### src/rtl/wb_pkg.sv
// Shared types and constants for the write-back arbiter slice.
package wb_pkg;

  localparam int unsigned WB_DATA_W = 16;
  localparam int unsigned WB_ADDR_W = 3;

  localparam logic SRC_ALU = 1'b0;
  localparam logic SRC_MEM = 1'b1;

  // Field widths follow the package defaults above.
  typedef struct packed {
    logic                 v;
    logic [WB_ADDR_W-1:0] addr;
    logic [WB_DATA_W-1:0] data;
  } hold_t;

endpackage

### src/rtl/wb_hold_slot.sv
// One-entry holding buffer with valid/ready handshake; refills on the
// same edge its entry is granted.
module wb_hold_slot
  import wb_pkg::*;
(
  input  logic                 clk,
  input  logic                 reset,
  input  logic                 valid_i,
  output logic                 ready_o,
  input  logic [WB_ADDR_W-1:0] addr_i,
  input  logic [WB_DATA_W-1:0] data_i,
  input  logic                 grant_i,
  output logic                 accept_o,
  output hold_t                entry_o
);

  hold_t entry_q, entry_d;

  always_comb begin
    ready_o  = reset & (~entry_q.v | grant_i);
    accept_o = valid_i & ready_o;
    entry_d  = entry_q;
    if (accept_o) begin
      entry_d.v    = 1'b1;
      entry_d.addr = addr_i;
      entry_d.data = data_i;
    end else if (grant_i) begin
      entry_d.v = 1'b0;
    end
  end

  always_ff @(posedge clk) begin
    if (!reset) entry_q <= '0;
    else        entry_q <= entry_d;
  end

  assign entry_o = entry_q;

endmodule

### src/rtl/wb_port_arbiter.sv
// Write-back arbiter: ALU and MEM holding slots share one registered
// register-file write port. Optional forwarding ports under WB_FWD_EN.
module wb_port_arbiter
  import wb_pkg::*;
#(
  parameter int unsigned DATA_W = WB_DATA_W,
  parameter int unsigned ADDR_W = WB_ADDR_W
) (
  input  logic                   clk,
  input  logic                   reset,
  input  logic                   alu_valid,
  output logic                   alu_ready,
  input  logic [ADDR_W-1:0]      alu_addr,
  input  logic [DATA_W-1:0]      alu_data,
  input  logic                   mem_valid,
  output logic                   mem_ready,
  input  logic [ADDR_W-1:0]      mem_addr,
  input  logic [DATA_W-1:0]      mem_data,
  output logic                   write_back,
  output logic [ADDR_W-1:0]      write_addr,
  output logic [DATA_W-1:0]      write_data,
  output logic [(2**ADDR_W)-1:0] pend_mask
`ifdef WB_FWD_EN
  ,
  input  logic [ADDR_W-1:0]      fwd_addr0,
  input  logic [ADDR_W-1:0]      fwd_addr1,
  output logic                   fwd_hit0,
  output logic                   fwd_hit1,
  output logic [DATA_W-1:0]      fwd_data0,
  output logic [DATA_W-1:0]      fwd_data1
`endif
);

  hold_t             alu_h, mem_h;
  logic              alu_acc, mem_acc;
  logic              alu_gnt, mem_gnt;
  logic              sel;
  logic              rr_last_q, rr_last_d;
  logic              older_q, older_d;
  logic              wb_q, wb_d;
  logic [ADDR_W-1:0] waddr_q, waddr_d;
  logic [DATA_W-1:0] wdata_q, wdata_d;

  wb_hold_slot u_alu_slot (
    .clk      (clk),
    .reset    (reset),
    .valid_i  (alu_valid),
    .ready_o  (alu_ready),
    .addr_i   (alu_addr),
    .data_i   (alu_data),
    .grant_i  (alu_gnt),
    .accept_o (alu_acc),
    .entry_o  (alu_h)
  );

  wb_hold_slot u_mem_slot (
    .clk      (clk),
    .reset    (reset),
    .valid_i  (mem_valid),
    .ready_o  (mem_ready),
    .addr_i   (mem_addr),
    .data_i   (mem_data),
    .grant_i  (mem_gnt),
    .accept_o (mem_acc),
    .entry_o  (mem_h)
  );

  // Same-register pairs go by age so program order survives; otherwise round-robin.
  always_comb begin
    alu_gnt = 1'b0;
    mem_gnt = 1'b0;
    sel     = SRC_ALU;
    if (reset) begin
      if (alu_h.v && mem_h.v) begin
        sel     = (alu_h.addr == mem_h.addr) ? older_q : ~rr_last_q;
        mem_gnt = (sel == SRC_MEM);
        alu_gnt = (sel == SRC_ALU);
      end else begin
        alu_gnt = alu_h.v;
        mem_gnt = mem_h.v;
      end
    end
  end

  always_comb begin
    older_d = older_q;
    if (alu_acc && mem_acc)                  older_d = SRC_MEM;
    else if (alu_acc && mem_h.v && !mem_gnt) older_d = SRC_MEM;
    else if (mem_acc && alu_h.v && !alu_gnt) older_d = SRC_ALU;

    rr_last_d = rr_last_q;
    if (alu_gnt) rr_last_d = SRC_ALU;
    if (mem_gnt) rr_last_d = SRC_MEM;

    wb_d    = alu_gnt | mem_gnt;
    waddr_d = waddr_q;
    wdata_d = wdata_q;
    if (mem_gnt) begin
      waddr_d = mem_h.addr;
      wdata_d = mem_h.data;
    end else if (alu_gnt) begin
      waddr_d = alu_h.addr;
      wdata_d = alu_h.data;
    end
  end

  always_ff @(posedge clk) begin
    if (!reset) begin
      rr_last_q <= SRC_ALU;
      older_q   <= SRC_ALU;
      wb_q      <= 1'b0;
      waddr_q   <= '0;
      wdata_q   <= '0;
    end else begin
      rr_last_q <= rr_last_d;
      older_q   <= older_d;
      wb_q      <= wb_d;
      waddr_q   <= waddr_d;
      wdata_q   <= wdata_d;
    end
  end

  assign write_back = wb_q;
  assign write_addr = waddr_q;
  assign write_data = wdata_q;

  always_comb begin
    pend_mask = '0;
    if (reset) begin
      if (alu_h.v) pend_mask[alu_h.addr] = 1'b1;
      if (mem_h.v) pend_mask[mem_h.addr] = 1'b1;
      if (wb_q)    pend_mask[waddr_q]    = 1'b1;
    end
  end

`ifdef WB_FWD_EN
  function automatic logic [DATA_W:0] fwd_pick(
    input hold_t             yng,
    input hold_t             old,
    input logic              wb,
    input logic [ADDR_W-1:0] wa,
    input logic [DATA_W-1:0] wd,
    input logic [ADDR_W-1:0] a
  );
    if (yng.v && yng.addr == a) return {1'b1, yng.data};
    if (old.v && old.addr == a) return {1'b1, old.data};
    if (wb && wa == a)          return {1'b1, wd};
    return '0;
  endfunction

  hold_t fwd_yng, fwd_old;

  always_comb begin
    fwd_yng = (older_q == SRC_MEM) ? alu_h : mem_h;
    fwd_old = (older_q == SRC_MEM) ? mem_h : alu_h;
    {fwd_hit0, fwd_data0} = fwd_pick(fwd_yng, fwd_old, wb_q, waddr_q, wdata_q, fwd_addr0);
    {fwd_hit1, fwd_data1} = fwd_pick(fwd_yng, fwd_old, wb_q, waddr_q, wdata_q, fwd_addr1);
  end
`endif

endmodule

### config.mk
export PLATFORM = sky130hd
export DESIGN_NAME = wb_port_arbiter
export DESIGN_NICKNAME = d
export VERILOG_FILES = /design/src/rtl/wb_pkg.sv /design/src/rtl/wb_hold_slot.sv /design/src/rtl/wb_port_arbiter.sv
export SDC_FILE = /design/constraint.sdc
export NUM_CORES = 1
export LEC_CHECK = 0
export BUFFER_PORTS_ARGS = -buffer_cell sky130_fd_sc_hd__buf_2
export CAP_MARGIN = 20
export CORE_UTILIZATION = 50
export CTS_CLUSTER_DIAMETER = 150
export DETAILED_ROUTE_END_ITERATION = 10
export PLACE_DENSITY = 0.72
export SLEW_MARGIN = 20
export SYNTH_ARGS = -nofsm -noshare
export SYNTH_HDL_FRONTEND = slang
export SYNTH_SLANG_ARGS = --single-unit
### constraint.sdc
create_clock -name clk -period 2.7 [get_ports clk]
set_clock_uncertainty 0.1 [all_clocks]
set_input_delay 0.27 -clock clk [delete_from_list [all_inputs] [get_ports clk]]
set_output_delay 0.27 -clock clk [all_outputs]
set_load 0.02 [all_outputs]
-- Yosys cells after proc, flatten, opt, wreduce, memory -nomap -nowiden
Cells that the tools add are included.
- eq/ne operators: 1
- bitwise gates (word level): 13
- div/mod/pow operators: 0
- magnitude comparators: 6
- $mul: 0
- shift-type cells: 0
- add/sub/neg operators: 0
- mux-type cells: 29
- reduce and logical (&&, ||, !) cells: 15
- operators with widths (cell ; number):
    2-to-1 mux 8 bit ; 6
    2-to-1 mux 16 bit ; 2
    2-to-1 mux 1 bit ; 16
    OR 8 bit ; 2
    less-than comparator 3 x 4 -> 1 bit, second input constant ; 3
    demux 1 bit (select 3 bit) ; 3
    greater-or-equal comparator 3 x 1 -> 1 bit, second input constant ; 3
    logical AND 1 bit ; 9
    2-to-1 mux 3 bit ; 2
    nonzero test 2 bit ; 3
    bitwise AND 1 bit ; 4
    inverter 1 bit ; 4
    == test 3 bit ; 1
    OR 1 bit ; 3
    nonzero test 3 bit ; 1
    logical NOT 1 bit ; 2
- memory bits (writable): 0
- bits in latches: 0
- word-level logic and storage cells: 75
- memories kept: 0
- flip-flop bits (word level): 62
- output and inout bits: 30
- bits of input ports: 42
- bits in read-only memories: 0

-- Logic depth before layout (Yosys ltp)
Gate-level depths: netlist of run 1.
- depth after elaboration: 12
- mapped depth: 7

-- By module
Synthesis of run 1 repeated with hierarchy kept, for this count alone.
- cells, all modules: 371
- area total of the unflattened synthesis: 3362.0 um2
- modules (own cells, without submodules) (module ; sequential area each (um2) ; instances ; area an instance (um2) ; cells an instance):
    wb_port_arbiter ; 440.4 ; 1 ; 1687.9 ; 193
    wb_hold_slot ; 400.4 ; 2 ; 837.1 ; 89

-- Least setup slack after synthesis of run 1
Ideal clock, no wire load.
- path kind: register to output
- start point: register u_alu_slot.entry_q (netlist bit u_alu_slot.entry_o[16])
- end point: output alu_ready
- slack: 0.608 ns
- cell stages (with the launch flop): 7
- data arrival time: 1.722 ns
- required time: 2.330 ns
- path buffers: 2
- cells stage by stage: dfxtp_1 > buf_2 > xor2_2 > nor4_2 > buf_2 > nor3_1 > nor2_1
- word-level cells in the longest chain between the ends: 7
- ends and longest elaborated chain (item ; line ; source):
    from (decl) ; wb_hold_slot.sv:17 ; hold_t entry_q, entry_d;
    from (signal assigned) ; wb_hold_slot.sv:34 ; else entry_q <= entry_d;
    == test 3 bit ; wb_port_arbiter.sv:75 ; sel = (alu_h.addr == mem_h.addr) ? older_q : ~rr_last_q;
    2-to-1 mux 1 bit ; wb_port_arbiter.sv:75 ;
    inverter 1 bit ; wb_port_arbiter.sv:77 ; alu_gnt = (sel == SRC_ALU);
    2-to-1 mux 1 bit ; wb_port_arbiter.sv:74 ; if (alu_h.v && mem_h.v) begin
    2-to-1 mux 1 bit ; wb_port_arbiter.sv:73 ; if (reset) begin
    OR 1 bit ; wb_hold_slot.sv:20 ; ready_o = reset & (~entry_q.v | grant_i);
    bitwise AND 1 bit ; wb_hold_slot.sv:20 ;
    to (decl) ; wb_port_arbiter.sv:12 ; output logic alu_ready,
No other way between the ends.

-- Worst setup path in the final report of run 1
- start point: register u_mem_slot.entry_q (netlist bit u_mem_slot.entry_o[17])
- end point: output alu_ready
- word-level cells in the longest chain between the ends: 7
- ends and longest elaborated chain (item ; line):
    from (decl) ; wb_hold_slot.sv:17
    from (signal assigned) ; wb_hold_slot.sv:34
    == test 3 bit ; wb_port_arbiter.sv:75
    2-to-1 mux 1 bit ; wb_port_arbiter.sv:75
    inverter 1 bit ; wb_port_arbiter.sv:77
    2-to-1 mux 1 bit ; wb_port_arbiter.sv:74
    2-to-1 mux 1 bit ; wb_port_arbiter.sv:73
    OR 1 bit ; wb_hold_slot.sv:20
    bitwise AND 1 bit ; wb_hold_slot.sv:20
No other way between the ends.

==> impl_metrics.csv, run 1 <==
group,metric,value,unit
worst_setup_path,crit_family,"buffers and inverters",
worst_setup_path,cp.depth,7,
placement,placedInstanceArea,3780,um2
worst_setup_path,critPathLaunchType,"register",
timing,post-route-min-period,2530,ps
worst_setup_path,critPathSlowestCell,"dfxtp_1",
floorplan,die_area,6970,um2
logic_synthesis,syn_area,3320,um2
global_route,grt_pass1_wl,14700,um
worst_setup_path,critical_path_required,2330,ps
clock_network,clk_latency,340,ps
clock_network,cts_buffer_depth,2,
floorplan,core,6390,um2
timing,slew_violations,0,
clock_network,root_buffer,"clkbuf_8",
global_route,antenna_found_initial,0,
worst_setup_path,critPathArrivalTime,2160,ps
drt,routed_wl,8740,um
final_layout,drive_gt1_share,26.9,%
floorplan,io_pins,72,
final_layout,areaGrowthSynthToFinish,20.0,%
timing,worst_slew_pin_slew,954,ps
pwr,vdd.ir_drop.worst,441,uV
global_route,overflow,0,
min_path,hold_class,"in2reg",
final_layout,multi_input_area,1800,um2
timing,finalCritPeriodShare,93.6,%
global_route,first_global_vias,3025,
timing,tns,0,ps
worst_setup_path,reg2reg_depth,6,
timing,clock.fmax,396,MHz
final_layout,nNetsFinal,491,
global_route,grt_max_degree,32,
final_layout,seq_area,1240,um2
worst_setup_path,end_kind,"output pin",
clock_network,hold_buffers,0,
global_route,grtUsageTotal,26.2,%
final_layout,fin_util,62.4,%
logic_synthesis,synthCells,384,
placement,gp_congestion,0.869,
logic_synthesis,syn_nets,426,
worst_setup_path,slowest_delay,530,ps
worst_setup_path,crit_chain,"xor2_4, buf_4, o31a_1, buf_4, nor3_1, nor2_1, buf_2",
worst_setup_path,crit_fanout,11,
clock_network,cts_buffers,9,
drt,dr.pass1.iters,4,
logic_synthesis,synth-seq-area-share,37.4,%
flow_run,max_cap_viol_count,0,
floorplan,start_util,52.0,%
placement,dp_hpwl,5900,um
timing,slew_headroom,36.4,%
worst_setup_path,cp_num_buf_inv,3,
final_layout,num_antenna_cells,0,
clock_network,ctsHtreeMaxLevel,3,
clock_network,path_clk_slew,70,ps
drt,drt-initial-drc-count,246,
pwr,power_density,591,nW/um2
outcome,outcome,"complete, no violations",
logic_synthesis,yosysWarnings,0,
clock_network,cts.sinks,62,
drt,viasPerCell,6.08,
logic_synthesis,ys_ff_latch,62,
floorplan,die-width,83.5,um
pwr,power_leakage,0.00165,uW
worst_setup_path,critPathKind,"reg2out",
clock_network,postCtsSetupBuffers,0,
final_layout,fillers,568,
worst_setup_path,cpMostUsedCell,"buf_4",
logic_synthesis,avgSynthCellArea,8.64,um2
drt,drc,0,
floorplan,placementRows,29,
min_path,hold_depth,3,
floorplan,die_y,83.5,um
drt,postRouteAntennaNets,0,
drt,wl_per_cell,16.5,um
timing,final_hold_viol_count,0,
final_layout,final_cell_area,3980,um2
timing,fin_ws,172,ps
clock_network,cts.repair.resized,0,
placement,portBuffers,71,
placement,preCtsSetupSlack,543,ps
logic_synthesis,synth.distinct_cells,44,
timing,rsz0062_at_grt,"no",
timing,setup_viol,0,
drt,vias,3225,
clock_network,tritoncts,"built",
## cell families after synthesis
group / after synthesis / share of synthesized area (%)
AOI/OAI and AO/OA: 131 / 27.9
DFF: 62 / 37.4
and+or+nand+nor: 101 / 17.1
xor gates and xnor gates: 6 / 2.60
muxes: 20 / 6.03
buffers and inverters: 64 / 8.97
## cell usage in the layout, fill, tap and decap left out, types with 10 or more instances in the layout
cell and n:
buf_4 23, clkbuf_8 12, nand2_1 28, o21ai_0 20, nand4_1 17, o31ai_1 37, a31oi_1 17, nor2_1 13
o311ai_1 15, dfxtp_1 62, a21oi_1 22, buf_2 71, nor3_1 14, mux2i_1 20, inv_1 21, nor3b_1 10
## worst paths after layout
kind                                       startpoint                                  to  slack, ps
hold / removal                            mem_data[4]  u_mem_slot.entry_o[4]$_SDFFE_PN0N_         60
setup / recovery  u_mem_slot.entry_o[17]$_SDFFE_PN0N_                           alu_ready        170
hold reg to reg    u_mem_slot.entry_o[0]$_SDFFE_PN0N_  u_mem_slot.entry_o[0]$_SDFFE_PN0N_        360
setup reg to reg  u_mem_slot.entry_o[17]$_SDFFE_PN0N_          write_addr[1]$_SDFFE_PN0P_        570
## metrics by stage
| step | hold slack (ps) | power (uW) | std cells |
|---|---|---|---|
| 6_report | 60.4 | 2350 | 530 |
| 5_1_grt | 64.8 | 2450 | 530 |
| 2_1_floorplan | 294 | 1360 | 384 |
| 3_5_place_dp | 352 | 1510 | 515 |
| 3_3_place_gp | 345 | 1500 | 514 |
| 4_1_cts | 52.8 | 2360 | 530 |
## synth_stat cells (all sizes together)
| cell type | instances | area (um2) |
|---|---|---|
| buf | 20 | 133 |
| nor2 | 13 | 48.8 |
| and3 | 2 | 12.5 |
| o211ai | 2 | 15.0 |
| nor3b | 10 | 75.1 |
| o311ai | 19 | 166 |
| nor4 | 3 | 55.1 |
| o21ai | 20 | 100 |
| and2 | 1 | 6.26 |
| o22a | 1 | 8.76 |
| a211oi | 2 | 25.0 |
| nand2b | 4 | 25.0 |
| mux2i | 20 | 200 |
| a21oi | 22 | 110 |
| a31o | 1 | 8.76 |
| nor3 | 15 | 80.1 |
| o311a | 1 | 10.0 |
| xor2 | 3 | 60.1 |
| o31a | 1 | 8.76 |
| o31ai | 38 | 299 |
| a31oi | 18 | 128 |
| o22ai | 1 | 6.26 |
| nand4b | 3 | 26.3 |
| inv | 21 | 78.8 |
| clkinv | 1 | 3.75 |
| nand4 | 17 | 106 |
| or4 | 1 | 7.51 |
| nand3 | 4 | 20.0 |
| clkbuf | 22 | 82.6 |
| o32a | 1 | 10.0 |
| o21a | 4 | 30.0 |
| dfxtp | 62 | 1240 |
| nand2 | 28 | 105 |
| xnor2 | 3 | 26.3 |
## metal layers
metal  part of all wire [%]  global-route usage (%)
met3                    6.0                    6.03
met5                      0                       0
met1                     48                    37.1
met2                     45                    39.6
met4                    1.0                    8.63
## area by class of cell
type	count	share of cell area, %
Sequential cell	62	31.2
Multi-Input combinational cell	258	45.1
Inverter	22	2.07
Clock buffer	12	4.15
Clock inverter	3	1.07
Timing Repair Buffer	96	14.0
Tap cell	77	2.42
## where the power goes
| group | switching, uW | total (uW) | leakage [uW] | internal [uW] |
|---|---|---|---|---|
| clock network | 359 | 854 | 0.000104 | 495 |
| registers | 49.2 | 1030 | 0.000512 | 982 |
| logic | 292 | 469 | 0.00104 | 177 |
| total | 700 | 2350 | 0.00165 | 1650 |
## state kept, by name, summed over array words and instances, names as in the netlist
name                cells
rr_last_q               1
write_data             16
u_alu_slot.entry_o     20
u_mem_slot.entry_o     20
write_back              1
write_addr              3
older_q                 1
## worst reg2reg max path: cells and delay by family (launching register included)
kind / cells / cell delay (ps)
buffers and inverters: 2 / 400
AND/OR/NAND/NOR: 2 / 630
AO/OA/AOI/OAI: 1 / 190
flip-flops: 1 / 530
XOR/XNOR: 1 / 140
Note: power is estimated with default switching activity, not from simulation.
==> run 2: changes to the inputs <==
- SETUP_SLACK_MARGIN: not set -> 0.3
==> impl_metrics.csv, run 2 (synthesized netlist as in run 1, its figures left out) <==
group,metric,value,unit
outcome,outcome,"complete, no violations",
floorplan,placementRows,29,
worst_setup_path,rr_startpoint,"u_alu_slot.entry_o[17]$_SDFFE_PN0P_",
final_layout,areaGrowthSynthToFinish,21.2,%
final_layout,fin_util,63.0,%
pwr,power_leakage,0.00167,uW
clock_network,clk_latency,340,ps
clock_network,root_buffer,"clkbuf_8",
final_layout,final_cell_mix,"70 x buf_2, 61 x dfxtp_1, 37 x o31ai_1, 28 x nand2_1, 28 x buf_4",
worst_setup_path,end_kind,"output pin",
pwr,power.total,2380,uW
placement,gp_congestion,0.869,
timing,tns,0,ps
final_layout,num_antenna_cells,0,
drt,drc,0,
timing,finalCritPeriodShare,87.3,%
global_route,overflow,0,
worst_setup_path,critical_path_required,2330,ps
flow_run,max_cap_viol_count,0,
timing,final_hold_viol_count,0,
global_route,grt_max_degree,32,
floorplan,start_util,52.0,%
pwr,power_density,591,nW/um2
global_route,antenna_found_initial,0,
drt,wl_per_cell,16.5,um
worst_setup_path,reg2reg_depth,6,
final_layout,nNetsFinal,495,
worst_setup_path,worstReg2RegEnd,"write_addr[1]$_SDFFE_PN0P_",
worst_setup_path,critPathLaunchType,"register",
global_route,grtUsageTotal,26.2,%
clock_network,cts_buffers,9,
final_layout,drive_gt1_share,28.0,%
timing,slew_headroom,37.5,%
drt,vias,3211,
clock_network,path_clk_slew,70,ps
drt,dr.pass1.iters,5,
floorplan,die_y,83.5,um
worst_setup_path,critPathLaunch,"u_mem_slot.entry_o[16]$_SDFFE_PN0N_",
min_path,hold_class,"in2reg",
timing,worst_slew_pin_slew,937,ps
worst_setup_path,critPathKind,"reg2out",
drt,postRouteAntennaNets,0,
floorplan,die_area,6970,um2
timing,setup_viol,0,
timing,rsz0062_at_grt,"yes",
floorplan,core,6390,um2
worst_setup_path,critPathArrivalTime,1990,ps
worst_setup_path,crit_fanout,11,
timing,slew_violations,0,
clock_network,ctsHtreeMaxLevel,3,
floorplan,io_pins,72,
final_layout,final_cell_area,4020,um2
drt,viasPerCell,6.01,
floorplan,die-width,83.5,um
timing,finalHoldWorstSlack,62.2,ps
drt,routed_wl,8820,um
timing,post-route-min-period,2360,ps
pwr,vdd.ir_drop.worst,441,uV
clock_network,cts_buffer_depth,2,
final_layout,seq_area,1240,um2
global_route,first_global_vias,3018,
global_route,grt_pass1_wl,14700,um
clock_network,tritoncts,"built",
placement,dp_hpwl,5900,um
worst_setup_path,crit_end,"alu_ready",
worst_setup_path,r2r_setup_slack,560,ps
placement,portBuffers,71,
placement,placedInstanceArea,3780,um2
final_layout,fillers,563,
drt,drt-initial-drc-count,244,
final_layout,multi_input_area,1800,um2
timing,clock.fmax,424,MHz
clock_network,cts.sinks,62,
final_layout,final_common_cell,"buf_2",
clock_network,hold_buffers,0,
## run 2: cell count changes in the layout (fill, tap and decap cells not counted), sizes merged
cell / delta
buf: +4
## run 2: metal layers
metal	routed length, um	vias up	track usage (%)
met4	127	0	8.63
met2	3980	104	39.6
li1	-	1578	-
met3	465	15	6.03
met5	0	-	0
met1	4240	1514	37.1
## run 2: worst max-delay path: stages (launching register included)
cell and delay (ps):
dfxtp_1 340, xor2_2 200, buf_4 180, o31a_1 340, buf_4 190, nor3_2 150, nor2_1 60, buf_4 190
## run 2: how the worst min path moves through the flow
stage	slack, ps	to	startpoint	depth (start not counted)
after floorplan	290	u_mem_slot.entry_o[19]$_SDFFE_PN0P_	mem_valid	1
final	60	u_mem_slot.entry_o[4]$_SDFFE_PN0N_	mem_data[4]	3
after global routing	60	u_mem_slot.entry_o[4]$_SDFFE_PN0N_	mem_data[4]	3
after CTS	50	u_mem_slot.entry_o[8]$_SDFFE_PN0N_	mem_data[8]	3
after detailed placement	350	u_mem_slot.entry_o[12]$_SDFFE_PN0N_	u_mem_slot.entry_o[12]$_SDFFE_PN0N_	2
after global placement	340	u_mem_slot.entry_o[7]$_SDFFE_PN0N_	u_mem_slot.entry_o[7]$_SDFFE_PN0N_	2
## run 2: metrics by stage
step                setup slack [ps]  cells
floorplan                        608    384
global placement                 234    514
detailed placement               543    515
CTS                              317    530
global route                     245    534
finish                           344    534
## run 2: power breakdown
group,leakage [uW],switching [uW],internal (uW)
Clock,0.000104,358,495
Combinational,0.00106,297,193
Sequential,0.000512,49.2,983
Total,0.00167,705,1670
## run 2: final cells by class
| cell class | count | area share (%) |
|---|---|---|
| repair buffers | 100 | 14.7 |
| well taps | 77 | 2.40 |
| clock buffers | 12 | 4.11 |
| clock inverters | 3 | 1.06 |
| flip-flops and latches | 62 | 30.9 |
| multi-input cells | 258 | 44.8 |
| inverters | 22 | 2.05 |
## run 2: repair_timing
item                                    CTS  global route
resized for setup                         2             1
buffers inserted                          0             4
pin swaps                                 0             2
endpoints found under the setup margin    2             2
